`src/rtl/int_to_float_converter_pkg.sv`:
```
// Shared types and constants for the fixed-point to IEEE-754 single-precision converter.
package int_to_float_converter_pkg;

  localparam int C_FP_DWIDTH     = 32;
  localparam int C_FP_EXP_BIAS   = 127;
  localparam int C_FP_MANT_WIDTH = 23;

  typedef logic [C_FP_DWIDTH-1:0] float_t;

  function automatic float_t pack_float(input logic sign, input logic [7:0] exp,
                                        input logic [C_FP_MANT_WIDTH-1:0] mant);
    return {sign, exp, mant};
  endfunction

endpackage

```
`src/rtl/int_to_float_converter_leading_one_detector.sv`:
```
// Combinational priority encoder: index of the most significant set bit plus an all-zero flag.
module leading_one_detector #(
  parameter int G_WIDTH     = 24,
  parameter int G_POS_WIDTH = $clog2(G_WIDTH)
) (
  input  logic [G_WIDTH-1:0]     vec,
  output logic [G_POS_WIDTH-1:0] pos,
  output logic                   zero
);

  // Ascending scan so the highest set bit is the last one written.
  always_comb begin
    pos  = '0;
    zero = 1'b1;
    for (int i = 0; i < G_WIDTH; i++) begin
      if (vec[i]) begin
        pos  = G_POS_WIDTH'(i);
        zero = 1'b0;
      end
    end
  end

endmodule

```
`src/rtl/int_to_float_converter.sv`:
```
// Three-stage pipeline converting a signed fraction in [-1, 1) to an exact binary32 value.
module int_to_float_converter
  import int_to_float_converter_pkg::*;
#(
  parameter int G_DIN_WIDTH = 24
) (
  input  logic                   clk,
  input  logic                   reset_n,
  input  logic                   enable,
  input  logic [G_DIN_WIDTH-1:0] din,
  input  logic                   din_valid,
  output logic                   din_ready,
  output float_t                 dout,
  output logic                   dout_valid,
  input  logic                   dout_ready
);

  localparam int C_POS_W    = $clog2(G_DIN_WIDTH);
  localparam int C_SIG_W    = C_FP_MANT_WIDTH + 1;
  localparam int C_EXP_BASE = C_FP_EXP_BIAS - (G_DIN_WIDTH - 1);

  // Handshake: a beat moves on any clock where valid and ready are both high;
  // the whole pipe advances together whenever the output slot is empty or being taken.
  logic advance;
  assign advance   = ~dout_valid | dout_ready;
  assign din_ready = advance & enable;

  // Stage 1: sign and magnitude; the magnitude of the most negative code fits unsigned.
  logic                   s1_valid;
  logic                   s1_sign;
  logic [G_DIN_WIDTH-1:0] s1_mag;
  logic [G_DIN_WIDTH-1:0] din_mag;

  assign din_mag = din[G_DIN_WIDTH-1] ? (~din + G_DIN_WIDTH'(1)) : din;

  // Stage 2: leading-one detect and normalise so the hidden bit lands on bit 23.
  logic                       s2_valid;
  logic                       s2_sign;
  logic                       s2_zero;
  logic [7:0]                 s2_exp;
  logic [C_FP_MANT_WIDTH-1:0] s2_mant;
  logic [C_POS_W-1:0]         lod_pos;
  logic                       lod_zero;
  logic [C_SIG_W-1:0]         sig;
  logic [4:0]                 shift_amt;

  leading_one_detector #(
    .G_WIDTH     (G_DIN_WIDTH),
    .G_POS_WIDTH (C_POS_W)
  ) u_lod (
    .vec  (s1_mag),
    .pos  (lod_pos),
    .zero (lod_zero)
  );

  assign shift_amt = 5'(C_FP_MANT_WIDTH) - 5'(lod_pos);
  assign sig       = C_SIG_W'(s1_mag) << shift_amt;

  always_ff @(posedge clk or negedge reset_n) begin
    if (!reset_n) begin
      s1_valid   <= 1'b0;
      s1_sign    <= 1'b0;
      s1_mag     <= '0;
      s2_valid   <= 1'b0;
      s2_sign    <= 1'b0;
      s2_zero    <= 1'b1;
      s2_exp     <= '0;
      s2_mant    <= '0;
      dout_valid <= 1'b0;
      dout       <= '0;
    end else if (!enable) begin
      s1_valid   <= 1'b0;
      s2_valid   <= 1'b0;
      dout_valid <= 1'b0;
    end else if (advance) begin
      s1_valid   <= din_valid;
      s1_sign    <= din[G_DIN_WIDTH-1];
      s1_mag     <= din_mag;
      s2_valid   <= s1_valid;
      s2_sign    <= s1_sign;
      s2_zero    <= lod_zero;
      s2_exp     <= 8'(C_EXP_BASE) + 8'(lod_pos);
      s2_mant    <= sig[C_FP_MANT_WIDTH-1:0];
      dout_valid <= s2_valid;
      // Stage 3: pack; zero always yields +0 since a zero sample has a clear sign bit.
      if (s2_valid) begin
        dout <= s2_zero ? '0 : pack_float(s2_sign, s2_exp, s2_mant);
      end
    end
  end

endmodule

```
`config.mk`:
```
export PLATFORM = sky130hd
export DESIGN_NAME = int_to_float_converter
export DESIGN_NICKNAME = d
export VERILOG_FILES = /design/src/rtl/int_to_float_converter_pkg.sv /design/src/rtl/int_to_float_converter_leading_one_detector.sv /design/src/rtl/int_to_float_converter.sv
export SDC_FILE = /design/constraint.sdc
export NUM_CORES = 1
export LEC_CHECK = 0
export CORE_UTILIZATION = 30
export DETAILED_ROUTE_END_ITERATION = 6
export HOLD_SLACK_MARGIN = 0.02
export PLACE_DENSITY = 0.55
export SKIP_LAST_GASP = 1
export SYNTH_ARGS = -nofsm -noshare
export SYNTH_HDL_FRONTEND = slang
export SYNTH_HIERARCHICAL = 1
export SYNTH_SLANG_ARGS = --single-unit
```
`constraint.sdc`:
```
create_clock -name clk -period 5.66 [get_ports clk]
set_input_delay 1.132 -clock clk [delete_from_list [all_inputs] [get_ports clk]]
set_output_delay 1.132 -clock clk [all_outputs]
set_load 0.05 [all_outputs]
```
======== Yosys cells after proc, flatten, opt, wreduce, memory -nomap -nowiden ========
Cells that the tools add are included.
word-level totals
  register bits ........................... 93
  bits in latches ......................... 0
  memory bits (writable) .................. 0
  ROM bits ................................ 0
  memories kept ........................... 0
cells by class
  add/subtract/negate cells ............... 3
  $mul .................................... 0
  divide/modulo/power cells ............... 0
  order comparisons ....................... 0
  equality and inequality tests ........... 1
  shift-type cells ........................ 1
  muxes and demuxes ....................... 55
  bitwise gates (word level) .............. 4
  reductions and logical operators ........ 2
operators with widths
  kind                                                             count
  5-bit two-way mux                                                8
  32-bit two-way mux                                               1
  4-bit two-way mux                                                8
  1-bit two-way mux                                                31
  24-bit by 1-bit adder with 24-bit output, second input constant  1
  24-bit two-way mux                                               1
  24-bit NOT                                                       1
  24-bit by 5-bit left shift with 23-bit output                    1
  3-bit two-way mux                                                4
  7-bit by 5-bit adder with 8-bit output, first input constant     1
  5-bit subtractor, first input constant                           1
  2-bit two-way mux                                                2
  3-bit AND reduction                                              1
  2-bit by 1-bit != test with 1-bit output, second input constant  1
  2-bit AND reduction                                              1
  1-bit AND                                                        1
  1-bit NOT                                                        1
  1-bit bitwise OR                                                 1

======== Depth between registers and ports, before layout ========
Gate-level depths: netlist of run 1.
  word-level depth ........................ 25
  mapped depth ............................ 12
  depth with buffers taken out ............ 9

======== Modules after synthesis ========
Netlist of run 1, hierarchy kept.
modules (own cells, without submodules)
  module                  times used  cells an instance  area each (µm²)  sequential area each (µm²)
  int_to_float_converter  1           517                4949.7           2278.4
  leading_one_detector    1           46                 276.5            0.0

======== Worst setup path before layout of run 1 ========
Ideal clock, no wire load.
  kind .................................... input-to-output
  start ................................... input dout_ready
  end ..................................... output din_ready
  arrival ................................. 2.129 ns
  data required time ...................... 4.528 ns
  path slack .............................. 2.399 ns
  stages on the path ...................... 4
  buffers on the path ..................... 1
  path through ............................ nand2b_1 > nand2_1 > inv_1 > clkbuf_1
on the way
  cells in the longest elaborated chain, start to end .. 2
ends and longest elaborated chain
  item                line                          RTL
  start: declaration  int_to_float_converter.sv:15  input logic dout_ready
  1-bit bitwise OR    int_to_float_converter.sv:25  assign advance = ~dout_valid | dout_ready;
  1-bit AND           int_to_float_converter.sv:26  assign din_ready = advance & enable;
  end: declaration    int_to_float_converter.sv:12  output logic din_ready,
Every way passes these cells.

======== Worst setup path in the final report of run 1 ========
Same ends and word-level chain as after synthesis.

==> key figures, run 1 <==
Synthesis
  – Cells after synthesis: 563
  – Number of synthesized flops with an enable pin: 0
  – Avg Cell Area, Syn: 9.283 um2
  – Main area contributors after synthesis: dfrtp_1 43%, nand2_1 8.7%, o21ai_0 7.7%
  – #FFs+latches synth: 91
  – Cell area after synthesis: 5226 um2
  – Synth area leader: dfrtp_1
  – Top cell type's share of synthesized area: 43.09%
  – Register area share after synthesis: 43.60%
  – Ys Warns: 6
  – Library cells used by synthesis: 57
  – Post-synth ARST share: 100.0%
  – Synth Flop Type: dfrtp_1
  – Cell with the most instances after synthesis: nand2_1
  – Post-synth top cells: 121 x nand2_1, 90 x dfrtp_1, 80 x o21ai_0
  – Mapped Nets: 594

Clocking
  – Clock Tree Root: clkbuf_16
  – Clock sinks: 91
  – Longest Clk Path Bufs: 2
  – CTS Hold Bufs: 0
  – CTS tree: yes
  – CTS clk-pin slew, worst paths: 0.06 ns
  – Post-CTS setup repair buffer count: 0
  – # resized after CTS: 0
  – H-tree depth: 3
  – CTS Buf Count: 9
  – Clk_lat worst skew: 0.35 ns

Timing
  – Slew Limit Fails: 0
  – Final Hold Violating Endpoints: 0
  – Tightest Pin Transition: 1.150 ns
  – Clk_skew: 0.003197 ns
  – RSZ-0062 raised after global routing: false
  – Setup violators final: 0
  – Final hold slack: 0.4737 ns
  – Max-slew headroom: 23.35%
  – Final min period: 3.983 ns
  – Setup TNS: 0 ns
  – Final Cycle Share: 70.38%
  – Fin worst setup slack: 1.677 ns
  – Fmax achieved: 251.0 MHz

Setup path
  – Worst path required time: 4.53 ns
  – CP Capture Type: output port
  – Reg2reg start: s1_mag[16]
  – CP startpoint kind: input pin
  – R2R setup slack: 2.31 ns
  – FF-to-FF path depth: 9
  – WP data arrival: 2.85 ns
  – Kind of critical path: input pin to output port
  – Maximum fanout along the worst path: 6
  – R2R Path End: s2_mant[18]

Floorplanning
  – Die X: 134.0 um
  – I/O pins: 63
  – Die Y-Extent: 134.0 um
  – Initial core utilization: 31.07%
  – Core ar.: 16820 um2
  – Num rows: 47
  – Die area: 17950 um2

Min path
  – Hold endpoint: s2_sign
  – Hold path cells: 2
  – Hold WC Path Type: flop to flop
  – Hold_sp: s1_sign

Detailed routing
  – WL per Instance: 14.74 um
  – TritonRoute pass-1 iters: 5
  – Routed wire length: 12250 um
  – Via Count: 4094
  – Antenna Violating Nets Remaining: 0
  – DRC violations left: 0
  – Initial DRC Count: 280
  – Vias/cell: 4.927

GRT
  – Grt met3 use: 2.381%
  – Initial antenna violation count: 0
  – GRT met1 Usage: 20.64%
  – Largest net degree at the start of global routing: 92
  – Grt met2 use: 21.68%
  – Total gr overflow: 0
  – Most Used Layer, Global Route: met2
  – Number of global-route vias before repair: 3947
  – First-pass GRT wire length: 20730 um
  – GRT Util Overall: 14.52%

Layout
  – Fraction of layout cells with a size suffix above 1: 8.183%
  – # diodes: 0
  – Synth-to-Final Area Change: 21.33%
  – Final std cells w/o fill: 831
  – Nets: 638

Placement
  – Post-DP HPWL: 8851 um
  – Post-placement cell count: 816
  – Post-place setup slack: 1.650 ns
  – Port bufs: 62
  – RePlAce Congestion: 0.8101

Pwr
  – Sw Share: 38.23%
  – Pint: 1.603 mW
  – Pleak: 2.665 nW
  – Share of power burned in registers: 36.0%
  – Power share of the combinational group: 39.1%
  – Sw power: 0.9920 mW
  – Clock Power Share: 24.9%
  – Maximum vdd drop: 0.2602 mV
  – Pwr dens: 409.2 nW/um2

Run status
  – Run status: completed

Flow run
  – Max Cap Violations: 0
[registers in the layout, summed over array words and instances, names as in the netlist]
register / count
dout: 31
s1_mag: 24
s2_mant: 23
s2_exp: 7
dout_valid: 1
s1_sign: 1
s1_valid: 1
s2_sign: 1
s2_valid: 1
s2_zero: 1
[area by class of cell]
type / instances / area (um2)
well taps: 220 / 275.3
clock buffers: 11 / 242.7
clock inverters: 4 / 73.82
inverters: 12 / 45.04
fillers: 1731 / 10480
multi-input cells: 424 / 2755
flip-flops and latches: 91 / 2278
repair buffers: 69 / 670.6
[cell families after synthesis]
family / after synthesis / synth area share (%)
simple gates: 226 / 21.04
buf+inv: 48 / 4.213
flops: 91 / 43.60
fa+ha+maj: 2 / 0.4787
compound gates: 137 / 16.30
mux: 38 / 10.85
xor+xnor: 21 / 3.519
[worst max-delay path: stages]
cell and delay [ns]:
clkdlybuf4s50_1 0.45, nand2b_1 0.24, nand2_2 0.09, inv_1 0.12, clkdlybuf4s50_1 0.82
[routing by layer]
layer / part of all wire [%] / up-vias / wire length (um)
li1: - / 2066 / -
met1: 50 / 1912 / 6147
met2: 44 / 106 / 5391
met3: 4.3 / 10 / 532
met4: 1.5 / 0 / 181
met5: 0 / - / 0
[layout by cell type, fill, tap and decap left out, drive strengths merged, types with 8 or more instances in the layout]
cell / n
mux2i: 18
clkbuf: 11
buf: 8
dfrtp: 90
a21oi: 8
mux4: 13
inv: 13
xor2: 19
nor2: 24
clkdlybuf4s50: 61
nand2b: 38
o21ai: 81
o31ai: 9
nand2: 121
[worst max path at each step]
stage	from	endpoint	slack (ns)	cells past startpoint
6_report	dout_ready	din_ready	1.68	5
5_1_grt	dout_ready	din_ready	1.57	5
4_1_cts	dout_ready	din_ready	1.64	5
3_5_place_dp	dout_ready	din_ready	1.65	5
3_3_place_gp	dout_ready	din_ready	1.66	5
2_1_floorplan	dout_ready	din_ready	2.40	4
[stage by stage]
stage | instance area, um2 | util [%] | total power [mW]
finish | 6341 | 37.70 | 2.595
global route | 6341 | 37.70 | 2.755
CTS | 6341 | 37.70 | 2.624
detailed placement | 6025 | 35.82 | 1.970
global placement | 6025 | 35.82 | 1.951
floorplan | 5226 | - | 1.642
[power groups by stage]
stage                     clock, mW  combinational, mW  sequential (mW)
after global placement            0               1.01            0.940
after detailed placement          0               1.02            0.949
final                         0.645               1.02            0.934
after global routing          0.691               1.11            0.959
after floorplan                   0              0.477             1.16
after CTS                     0.665               1.02            0.936
No activity file was read; power rests on OpenSTA's default activity.
==> run 2, diff against run 1 <==
Clock period 5.66 ns to 3.7 ns, I/O delays scaled along.
==> key figures, run 2 (synthesis results as in run 1) <==
Run status
  – Run status: completed

Clocking
  – Clock sinks: 91 (unchanged)
  – Longest Clk Path Bufs: 2 (unchanged)
  – Post-CTS setup repair buffer count: 0 (unchanged)
  – CTS tree: yes
  – CTS Hold Bufs: 0 (unchanged)
  – CTS Buf Count: 9 (unchanged)
  – CTS clk-pin slew, worst paths: 0.07 ns (about the same)
  – Clk_lat worst skew: 0.35 ns (about the same)
  – # resized after CTS: 0 (unchanged)
  – Clock Tree Root: clkbuf_16
  – H-tree depth: 3 (unchanged)

Layout
  – Synth-to-Final Area Change: 21.83%
  – Largest register FFs: 31 (unchanged)
  – Register with the most flip-flops: dout
  – Most frequent cells in the layout: 120 x nand2_1, 90 x dfrtp_1, 80 x o21ai_0
  – Nets: 638 (unchanged)
  – Fraction of layout cells with a size suffix above 1: 8.660% (+0.48 points)
  – Biggest regs: dout (31), s1_mag (24), s2_mant (23)
  – Most common cell after layout, fill and taps aside: nand2_1
  – Design area: 6367 um2 (+0.41%)
  – Final std cells w/o fill: 832 (+0.12%)
  – # diodes: 0 (unchanged)

Floorplanning
  – Core ar.: 16820 um2 (unchanged)
  – I/O pins: 63 (unchanged)
  – Initial core utilization: 31.07% (unchanged)
  – Die X: 134.0 um (unchanged)
  – Num rows: 47 (unchanged)
  – Die Y-Extent: 134.0 um (unchanged)
  – Die area: 17950 um2 (unchanged)

Detailed routing
  – DRC violations left: 0 (unchanged)
  – Antenna Violating Nets Remaining: 0 (unchanged)
  – Initial DRC Count: 221 (-21%)
  – WL per Instance: 15.10 um (+2.4%)
  – Routed wire length: 12560 um (+2.5%)
  – Via Count: 4209 (+2.8%)
  – Vias/cell: 5.059 (+2.7%)
  – TritonRoute pass-1 iters: 4 (-1)

Setup path
  – WP data arrival: 3.42 ns (+0.57 ns)
  – Reg2reg start: s1_mag[16]
  – FF-to-FF path depth: 10 (+1)
  – Kind of critical path: flop to flop
  – CP Capture Type: flop
  – R2R setup slack: 0.52 ns (-1.79 ns)
  – R2R Path End: s2_mant[19]
  – CP startpoint kind: flop
  – Worst path required time: 3.94 ns (-0.59 ns)
  – Maximum fanout along the worst path: 14 (+8)

Timing
  – Slew Limit Fails: 0 (unchanged)
  – RSZ-0062 raised after global routing: false
  – Setup TNS: 0 ns (unchanged)
  – Clk_skew: 0.007534 ns (+0.004337 ns)
  – Fmax achieved: 314.7 MHz
  – Setup violators final: 0 (unchanged)
  – Max-slew headroom: 25.34% (+2.0 points)
  – Final Hold Violating Endpoints: 0 (unchanged)
  – Final Cycle Share: 85.87%
  – Final min period: 3.177 ns
  – Final hold slack: 0.4778 ns (+0.004160 ns)
  – Tightest Pin Transition: 1.120 ns (-0.02991 ns)

Placement
  – Post-DP Area: 6035 um2 (+0.17%)
  – RePlAce Congestion: 0.8385 (+3.5%)
  – Post-placement cell count: 816 (unchanged)
  – Post-DP HPWL: 9115 um (+3.0%)
  – Port bufs: 62 (unchanged)

Min path
  – Hold WC Path Type: flop to flop
  – Hold endpoint: dout[18]
  – Hold path cells: 2 (unchanged)
  – Hold_sp: dout[18]

Flow run
  – Max Cap Violations: 0 (unchanged)

GRT
  – Total gr overflow: 0 (unchanged)
  – GRT Util Overall: 14.73% (+0.21 points)
  – Grt met2 use: 22.68% (+1.0 points)
  – Grt met3 use: 2.192% (-0.19 points)
  – Largest net degree at the start of global routing: 92 (unchanged)
  – GRT met1 Usage: 20.37% (-0.27 points)
  – Initial antenna violation count: 0 (unchanged)
  – Number of global-route vias before repair: 3936 (-0.28%)
  – First-pass GRT wire length: 20910 um (+0.83%)
  – Most Used Layer, Global Route: met2

Pwr
  – Maximum vdd drop: 0.4047 mV (+56%)
  – Pwr dens: 630.7 nW/um2 (+54%)
  – Pleak: 2.674 nW (+0.36%)
  – Pwr Total: 4.016 mW (+55%)
[run 2: cell types whose count changed in the layout (fill, tap and decap cells not counted), sizes merged]
cell / change
inv: +2
clkdlybuf4s50: -1
buf: +1
clkbuf: -1
clkinvlp: +1
clkinv: -1
[run 2: per-stage QoR]
stage	util (%)	setup slack, ns
2_1_floorplan	-	0.9613
3_3_place_gp	35.88	0.6116
3_5_place_dp	35.88	0.5579
4_1_cts	37.86	0.5351
5_1_grt	37.86	0.4147
6_report	37.86	0.5229
[run 2: how the worst max path moves through the flow]
stage	from	slack (ns)	cells after the start	endpoint
global placement	s1_mag[16]	0.61	10	s2_mant[19]
finish	s1_mag[16]	0.52	10	s2_mant[19]
CTS	s1_mag[16]	0.54	10	s2_mant[19]
floorplan	s1_mag[14]	0.96	9	s2_mant[18]
global route	s1_mag[16]	0.41	10	s2_mant[19]
detailed placement	s1_mag[14]	0.56	10	s2_mant[19]
[run 2: layout make-up]
type | instances | area, um2
Sequential cell | 91 | 2278
Multi-Input combinational cell | 424 | 2755
Clock inverter | 6 | 93.84
Tap cell | 220 | 275.3
Clock buffer | 10 | 239.0
Inverter | 12 | 45.04
Timing Repair Buffer | 69 | 680.7
Fill cell | 1713 | 10450
[run 2: power by group]
part	switching, mW	internal (mW)
logic	0.946	0.605
registers	0.198	1.24
clock network	0.409	0.617
total	1.55	2.46
[run 2: worst max-delay path, cell delays in order, from the launching register on]
cell	delay [ns]
dfrtp_1	0.46
or4_1	0.52
a21oi_1	0.14
o221ai_1	0.19
o311ai_4	0.27
buf_4	0.35
mux2_2	0.40
or3_1	0.32
nand3_1	0.11
o22ai_1	0.09
a211o_1	0.23
[run 2: layer usage]
layer / vias up / part of all wire (%)
met3: 17 / 4.3
met1: 2007 / 49
met2: 106 / 45
met5: - / 0
met4: 0 / 2.0
li1: 2079 / -
==> run 3, diff against run 2 <==
Settings changed: ABC_AREA set to 1, SETUP_SLACK_MARGIN set to 0.2.
==> key figures, run 3 <==
Run status
  – Run status: completed

Clocking
  – CTS Hold Bufs: 0 (unchanged)
  – # resized after CTS: 0 (unchanged)
  – Clock sinks: 91 (unchanged)
  – Post-CTS setup repair buffer count: 0 (unchanged)
  – CTS Buf Count: 9 (unchanged)
  – CTS clk-pin slew, worst paths: 0.07 ns (about the same)
  – H-tree depth: 3 (unchanged)
  – Clk_lat worst skew: 0.35 ns (about the same)
  – CTS tree: yes
  – Longest Clk Path Bufs: 2 (unchanged)
  – Clock Tree Root: clkbuf_16

GRT
  – GRT Util Overall: 15.98% (+1.2 points)
  – Initial antenna violation count: 0 (unchanged)
  – First-pass GRT wire length: 23260 um (+11%)
  – Number of global-route vias before repair: 4497 (+14%)
  – Largest net degree at the start of global routing: 55 (-40%)
  – Total gr overflow: 0 (unchanged)

Synthesis
  – Top cell type's share of synthesized area: 42.12% (-0.98 points)
  – Cell area after synthesis: 5348 um2 (+2.3%)
  – Number of synthesized flops with an enable pin: 0 (unchanged)
  – Main area contributors after synthesis: dfrtp_1 42%, nand2_1 18%, nand3_1 14%
  – Post-synthesis compound-gate area fraction: 9.078% (-7.2 points)
  – Mux cell area share after synthesis: 0% (-11 points)
  – Synth Flop Type: dfrtp_1
  – XOR/XNOR share of the synthesized area: 0.8189% (-2.7 points)
  – Post-synth ARST share: 100.0% (unchanged)
  – Register area share after synthesis: 42.61% (-0.99 points)
  – Cells after synthesis: 760 (+35%)
  – #FFs+latches synth: 91 (unchanged)
  – Avg Cell Area, Syn: 7.036 um2 (-24%)
  – Post-Synth Simple-Gate Area: 38.44% (+17 points)
  – Fraction of the mapped netlist area in adder cells: 0.4679% (-0.011 points)
  – Largest family of logic cells by synthesized area: simple AND/OR/NAND/NOR gates
  – Library cells used by synthesis: 39 (-32%)
  – Mapped Nets: 791 (+33%)
  – Synth area leader: dfrtp_1
  – Post-synth top cells: 255 x nand2_1, 149 x nand3_1, 90 x dfrtp_1
  – Ys Warns: 6 (unchanged)
  – Cell with the most instances after synthesis: nand2_1

Timing
  – Setup violators final: 0 (unchanged)
  – Final Cycle Share: 77.65% (-8.2 points)
  – Tightest Pin Transition: 0.9296 ns (-0.1902 ns)
  – Setup TNS: 0 ns (unchanged)
  – Fmax achieved: 348.0 MHz (+11%)
  – Max-slew headroom: 37.96% (+13 points)
  – Final min period: 2.873 ns (-0.3040 ns)
  – Clk_skew: 0.01255 ns (+0.005020 ns)
  – RSZ-0062 raised after global routing: false
  – Slew Limit Fails: 0 (unchanged)
  – Final Hold Violating Endpoints: 0 (unchanged)

Detailed routing
  – WL per Instance: 13.14 um (-13%)
  – Antenna Violating Nets Remaining: 0 (unchanged)
  – DRC violations left: 0 (unchanged)
  – TritonRoute pass-1 iters: 7 (+3)
  – Vias/cell: 4.793 (-5.3%)
  – Routed wire length: 13630 um (+8.5%)
  – Via Count: 4970 (+18%)
  – Initial DRC Count: 416 (+88%)

Setup path
  – CP dominant cell by count: nand2_1
  – Worst-path cell with the longest stage delay: dfrtp_1
  – CP Buf/Inv Count: 3 (+2)
  – Critical Path Start: s1_mag[2]
  – FF-to-FF path depth: 31 (+21)
  – Maximum fanout along the worst path: 24 (+10)
  – CP Capture Type: flop
  – WP data arrival: 3.10 ns (-0.32 ns)
  – Kind of critical path: flop to flop
  – Delay-heaviest family, CP: simple AND/OR/NAND/NOR gates
  – Slowest stage delay, CP: 0.43 ns (-0.09 ns)
  – Reg2reg start: s1_mag[2]
  – Worst path required time: 3.93 ns (about the same)
  – R2R setup slack: 0.83 ns (+0.30 ns)
  – R2R Path End: s2_mant[22]
  – CP startpoint kind: flop

Placement
  – Port bufs: 62 (unchanged)
  – Post-DP HPWL: 9981 um (+9.5%)
  – Post-DP Area: 6158 um2 (+2.1%)
  – Post-placement cell count: 1021 (+25%)
  – RePlAce Congestion: 0.8433 (+0.57%)

Pwr
  – Maximum vdd drop: 0.3834 mV (-5.3%)
  – Pleak: 3.186 nW (+19%)
  – Pwr Total: 3.796 mW (-5.5%)
  – Pwr dens: 584.5 nW/um2 (-7.3%)

Floorplanning
  – Num rows: 48 (+2.1%)
  – Die X: 135.5 um (+1.1%)
  – Die area: 18360 um2 (+2.3%)
  – I/O pins: 63 (unchanged)
  – Die Y-Extent: 135.5 um (+1.1%)
  – Initial core utilization: 30.81% (-0.26 points)
  – Core ar.: 17360 um2 (+3.2%)

Layout
  – Nets: 838 (+31%)
  – Fraction of layout cells with a size suffix above 1: 6.527% (-2.1 points)
  – Largest register FFs: 31 (unchanged)
  – Register with the most flip-flops: dout
  – Multi-input logic area: 2610 um2 (-5.3%)
  – Design area: 6494 um2 (+2.0%)
  – Most common cell after layout, fill and taps aside: nand2_1
  – # fillers: 1886 (+10%)
  – Synth-to-Final Area Change: 21.43%
  – Register area: 2278 um2 (unchanged)
  – Most frequent cells in the layout: 255 x nand2_1, 149 x nand3_1, 90 x dfrtp_1
  – Biggest regs: dout (31), s1_mag (24), s2_mant (23)
  – # diodes: 0 (unchanged)
  – Final std cells w/o fill: 1037 (+25%)

Min path
  – Hold WC Path Type: input pin to asynchronous set/reset pin

Flow run
  – Max Cap Violations: 0 (unchanged)
-- run 3: cell count changes in the layout (fill, tap and decap cells not counted), moves of 8 or more --
cell      previous run  this run
nand2b_1            38         0
nand3_1              6       149
nor2_1              24        41
o21ai_0             80        36
a21oi_1              8        16
mux2i_1             18         0
xor2_1              19         4
nand2_1            120       255
inv_1               12        65
mux4_2               9         0
-- run 3: cell families after synthesis --
| kind of cell | count (synthesis) |
|---|---|
| simple gates | 472 |
| buf+inv | 108 |
| flops | 91 |
| compound gates | 82 |
| xor+xnor | 5 |
| fa+ha+maj | 2 |
-- run 3: final cells by class --
class	count	share of cell area [%]
Multi-Input combinational cell	561	40.19
Sequential cell	91	35.09
Timing Repair Buffer	72	11.02
Tap cell	225	4.335
Inverter	72	4.200
Clock buffer	10	3.680
Clock inverter	6	1.484
-- run 3: through the flow --
| step | worst slack, ns | util [%] | hold slack, ns |
|---|---|---|---|
| after floorplan | 1.376 | - | 0.4444 |
| after global placement | 0.8810 | 35.48 | 0.4632 |
| after detailed placement | 0.8708 | 35.48 | 0.4649 |
| after CTS | 0.8429 | 37.41 | 0.4076 |
| after global routing | 0.3761 | 37.41 | 0.4408 |
| final | 0.8268 | 37.41 | 0.3886 |
-- run 3: worst max-delay path by stage --
stage	end	slack [ns]	cells past startpoint
floorplan	s2_mant[15]	1.38	31
global placement	s2_mant[22]	0.88	31
detailed placement	s2_mant[17]	0.87	33
CTS	s2_mant[17]	0.84	33
global route	s2_mant[17]	0.38	33
finish	s2_mant[22]	0.83	31
-- run 3: metal layers --
layer	vias up	GRT usage, %	routed length, um
met3	13	2.881	528
met1	2259	23.93	7198
li1	2587	-	-
met2	111	22.93	5697
met5	-	0	0
met4	0	4.994	204
-- run 3: report_power, final --
part / switching (mW) / internal, mW
clock network: 0.400 / 0.617
logic: 0.929 / 0.474
registers: 0.156 / 1.22
